<file path="config.mk">
export PLATFORM = sky130hd
export DESIGN_NAME = pc_fetch_seq
export DESIGN_NICKNAME = d
export VERILOG_FILES = /design/src/rtl/pc_fetch_seq.sv
export SDC_FILE = /design/constraint.sdc
export NUM_CORES = 1
export LEC_CHECK = 0
export CORE_AREA = 2 2 81 83
export CTS_BUF_LIST = sky130_fd_sc_hd__clkbuf_8
export DETAILED_ROUTE_END_ITERATION = 16
export DIE_AREA = 0 0 83 85
export PLACE_DENSITY_LB_ADDON = 0.15
export SYNTH_ARGS = -nofsm -noshare
export SYNTH_HDL_FRONTEND = slang
export SYNTH_SLANG_ARGS = --single-unit
</file>
<file path="constraint.sdc">
create_clock -name CLK -period 1.9 [get_ports CLK]
set_input_delay 0.38 -clock CLK [delete_from_list [all_inputs] [get_ports CLK]]
set_output_delay 0.38 -clock CLK [all_outputs]
set_load 0.01 [all_outputs]
</file>
<file path="src/rtl/pc_fetch_seq.sv">
// Next-PC producer and instruction-fetch sequencer for the MIPS front end.
// Optional FETCH_CNT_EN adds a saturating count of captured fetches.
module pc_fetch_seq #(
  parameter int unsigned AW = 6,
  parameter int unsigned IW = 32
) (
  input  logic          CLK,
  input  logic          RST_N,
  input  logic [AW-1:0] PCO,
  output logic [AW-1:0] PCI,
  output logic          imem_req,
  output logic [AW-1:0] imem_addr,
  input  logic          imem_ack,
  input  logic [IW-1:0] imem_rdata,
  output logic          instr_valid,
  input  logic          instr_ready,
  output logic [IW-1:0] instr,
  output logic [AW-1:0] instr_pc,
  input  logic          redir_valid,
  input  logic [AW-1:0] redir_target
`ifdef FETCH_CNT_EN
  ,
  output logic [15:0]   fetch_cnt
`endif
);

  localparam int unsigned CW = 16;

  typedef enum logic [1:0] {
    S_IDLE = 2'd0,
    S_REQ  = 2'd1,
    S_WAIT = 2'd2,
    S_FULL = 2'd3
  } state_e;

  state_e        state_q, state_d;
  logic          imem_req_q, imem_req_d;
  logic          instr_valid_q, instr_valid_d;
  logic [IW-1:0] instr_q, instr_d;
  logic [AW-1:0] instr_pc_q, instr_pc_d;
  logic          squash_q, squash_d;
  logic          ack_accept;
  logic [AW-1:0] pc_inc;

  assign pc_inc = PCO + AW'(1);

  // State register
  always_ff @(posedge CLK or negedge RST_N) begin
    if (!RST_N) begin
      state_q       <= S_IDLE;
      imem_req_q    <= 1'b0;
      instr_valid_q <= 1'b0;
      instr_q       <= '0;
      instr_pc_q    <= '0;
      squash_q      <= 1'b0;
    end else begin
      state_q       <= state_d;
      imem_req_q    <= imem_req_d;
      instr_valid_q <= instr_valid_d;
      instr_q       <= instr_d;
      instr_pc_q    <= instr_pc_d;
      squash_q      <= squash_d;
    end
  end

  // Next-state and capture logic
  always_comb begin
    state_d       = state_q;
    instr_valid_d = instr_valid_q;
    instr_d       = instr_q;
    instr_pc_d    = instr_pc_q;
    squash_d      = squash_q;
    ack_accept    = 1'b0;

    case (state_q)
      S_IDLE: state_d = S_REQ;
      S_REQ: begin
        state_d = S_WAIT;
        // The request already went out with the old PC.
        if (redir_valid) squash_d = 1'b1;
      end
      S_WAIT: begin
        if (imem_ack) begin
          if (squash_q || redir_valid) begin
            squash_d = 1'b0;
            state_d  = S_REQ;
          end else begin
            ack_accept    = 1'b1;
            instr_d       = imem_rdata;
            instr_pc_d    = PCO;
            instr_valid_d = 1'b1;
            state_d       = S_FULL;
          end
        end else if (redir_valid) begin
          squash_d = 1'b1;
        end
      end
      S_FULL: begin
        if (redir_valid || instr_ready) begin
          instr_valid_d = 1'b0;
          state_d       = S_REQ;
        end
      end
      default: state_d = S_IDLE;
    endcase

    imem_req_d = (state_d == S_REQ);
  end

  // Next PC: reset forces 0 so the un-reset PC register starts clean.
  always_comb begin
    PCI = PCO;
    if (!RST_N)          PCI = '0;
    else if (redir_valid) PCI = redir_target;
    else if (ack_accept)  PCI = pc_inc;
  end

  assign imem_addr   = PCO;
  assign imem_req    = imem_req_q;
  assign instr_valid = instr_valid_q;
  assign instr       = instr_q;
  assign instr_pc    = instr_pc_q;

`ifdef FETCH_CNT_EN
  logic [CW-1:0] fetch_cnt_q, fetch_cnt_d;

  always_comb begin
    fetch_cnt_d = fetch_cnt_q;
    if (ack_accept && (fetch_cnt_q != {CW{1'b1}})) fetch_cnt_d = fetch_cnt_q + CW'(1);
  end

  always_ff @(posedge CLK or negedge RST_N) begin
    if (!RST_N) fetch_cnt_q <= '0;
    else        fetch_cnt_q <= fetch_cnt_d;
  end

  assign fetch_cnt = fetch_cnt_q;
`endif

endmodule

</file>
==> flow_summary.ini <==
[status]
status = finished with violations
violations = negative setup slack

[floorplan]
num_rows = 29
die_w_um = 83
dieHeight_um = 85
fp.dieArea_um2 = 7060
core_area_um2 = 6200
pin_count = 101
start_util_pct = 33.5

[drt]
drc_errors = 0
vias = 1628
wire_per_inst_um = 14.5
ant_nets = 0
dr.pass1.iters = 4
dr.first_iter.drc_count = 22
viasPerCell = 4.63
drt_wl_total_mm = 5.11

[power]
finalPower_mw = 4.36
powerDensity_nw_per_um2 = 1260
p_leak_nw = 1.53
ir_drop_uv = 662

[global_routing]
grt_first_pass_wirelength_mm = 8.15
grt_pass1_vias = 1697
grt-ovfl-total = 0
grt_max_degree = 32
antenna_found_initial = 0
grt_usage_pct = 14.4

[logic_synthesis]
synth_cell_types = 36
yosys_warnings = 0
syn_nets = 194
ys_async_sr_fraction_pct = 100
synth_top_area_share_pct = 51.8
yosysSeqAreaShare_pct = 51.8
synth_area_per_cell_um2 = 14.4
synth_area_leaders = dfrtp_1 52%, mux2_4 20%, mux2_2 5.4%, buf_12 3.9%, buf_4 2.2%
synth_seq_cells = 43
syn_area_um2 = 2080
yosysMostFrequentCell = dfrtp_1
synth-edff-count = 0
synth_ff_type = dfrtp_1
synth_cells = 144
yosysTopAreaCell = dfrtp_1
synthTopCellsByCount = 43 x dfrtp_1, 27 x mux2_4, 10 x mux2_2

[timing]
worst_pin_slew_ns = 0.382
hold_viol_final = 0
slew_headroom_pct = 74.6
finalSetupTns_ns = -1.35
skew_ns = 0.00253
fin_crit_sh_pct = 116
slew_violations = 0
timing.final.ws_setup_ns = -0.301
finalSetupViolCount = 6
rsz0062_at_grt = true
period_minus_slack_ns = 2.20
fmax_ghz = 0.454
hold_ws_ns = 0.0571

[cts]
cts.htree.levels = 2
numCtsBuffers = 5
clk-insertion-delay-late_ns = 0.29
path_clk_slew_ns = 0.08
cts-root-buf = clkbuf_8
cts_tree = done
cts_buffer_depth = 2
cts_sinks = 43

[critical_path]
crit_required_ns = 1.52
cpMaxStageDelayCell = or4_4
crit_path_start_kind = flip-flop
r2r-start = state_q[0]
cp.arrival_ns = 1.82
critPathKind = flip-flop to output pin
crit_path_max_incr_delay_ns = 0.58
critPathLaunch = state_q[0]
cp_top_family = simple AND/OR/NAND/NOR gates
critPathCaptureType = output pin
crit_buf_inv = 1
path_max_fanout = 4
crit_chain = nand4b_1 -> or4_4 -> a31oi_4 -> buf_6

[flow_run]
drv_cap = 0

[finish]
drive_above_1_share_pct = 36.4
nets = 324
antennaDiodeCount = 0
final_area_um2 = 3470
synthToLayoutAreaGrowth_pct = 67.0
instances_no_fill = 352
fin_util_pct = 55.9

[placed_design]
dp.cells = 341
dpl_cell_area_um2 = 3300
dp_slack_ns = -0.877
hpwlAfterDp_mm = 3.75
gp_congestion = 0.749
io_buffers = 100

[hold_path]
holdCritPathClass = input port to async pin
-- cell usage in the layout (no fill, tap or decap), types with 4 or more instances in the layout --
cell type         n
buf_2             6
buf_4            30
clkbuf_8          5
clkdlybuf4s50_1  85
dfrtp_1          43
dlygate4sd2_1     7
inv_1             5
mux2_2           10
mux2_4           27
nand2_1           4
o21ai_0           7
-- cells by family after synthesis --
logic type | Yosys count | synth area share [%]
flops | 43 | 51.8
mux | 38 | 25.4
compound gates | 24 | 7.53
simple gates | 20 | 6.75
buf+inv | 18 | 7.89
fa+ha+maj | 1 | 0.602
-- final cells by class --
class | count | area (µm²)
fill | 533 | 2740
timing repair buffer | 136 | 1300
sequential | 43 | 1080
multi-input combinational | 83 | 881
tap | 77 | 96.3
clock buffer | 5 | 68.8
clock inverter | 3 | 23.8
inverter | 5 | 18.8
-- metal layers --
layer	routed length, µm	track usage (%)	up-vias	part of all wire [%]
li1	-	-	775	-
met1	2380	18.9	782	47
met2	2350	22.1	64	46
met3	306	5.25	7	6.0
met4	66	4.62	0	1.3
met5	0	0	-	0
-- where the power goes --
group | switching (mW) | total (mW) | internal, mW
logic | 0.739 | 2.19 | 1.45
registers | 0.226 | 1.58 | 1.35
clock network | 0.329 | 0.592 | 0.263
total | 1.29 | 4.36 | 3.07
-- flip-flops by register name (all words and copies together), names as in the netlist --
signal,flops
instr,32
instr_pc,6
state_q,2
instr_valid,1
squash_q,1
imem_req,1
-- repair_timing --
action / 4_1_cts / 5_1_grt
pin swaps: 10 / 4
gates cloned: 0 / 2
setup endpoints to repair: 42 / 13
buffers inserted: 1 / 1
hold buffers: 0 / 0
gates resized for setup: 38 / 8
-- worst register-to-register path: cells and delay by family (launching register included) --
kind                   cells  cell delay, ns
buffers and inverters      4            0.64
DFF                        1            0.39
muxes                      1            0.31
and+or+nand+nor            2            0.44
-- final timing paths --
| path | to | slack (ns) | cells past startpoint |
|---|---|---|---|
| worst min-delay path | state_q[0] | 0.06 | 2 |
| worst max register to register | instr[18] | 0.01 | 7 |
| max in group asynchronous | instr[6] | 1.41 | 2 |
| worst max-delay path | PCI[5] | -0.30 | 4 |
| min in group CLK | instr_pc[5] | 0.51 | 1 |
| worst min register to register | instr_pc[5] | 0.51 | 1 |
Note: power is estimated with default switching activity, not from simulation.
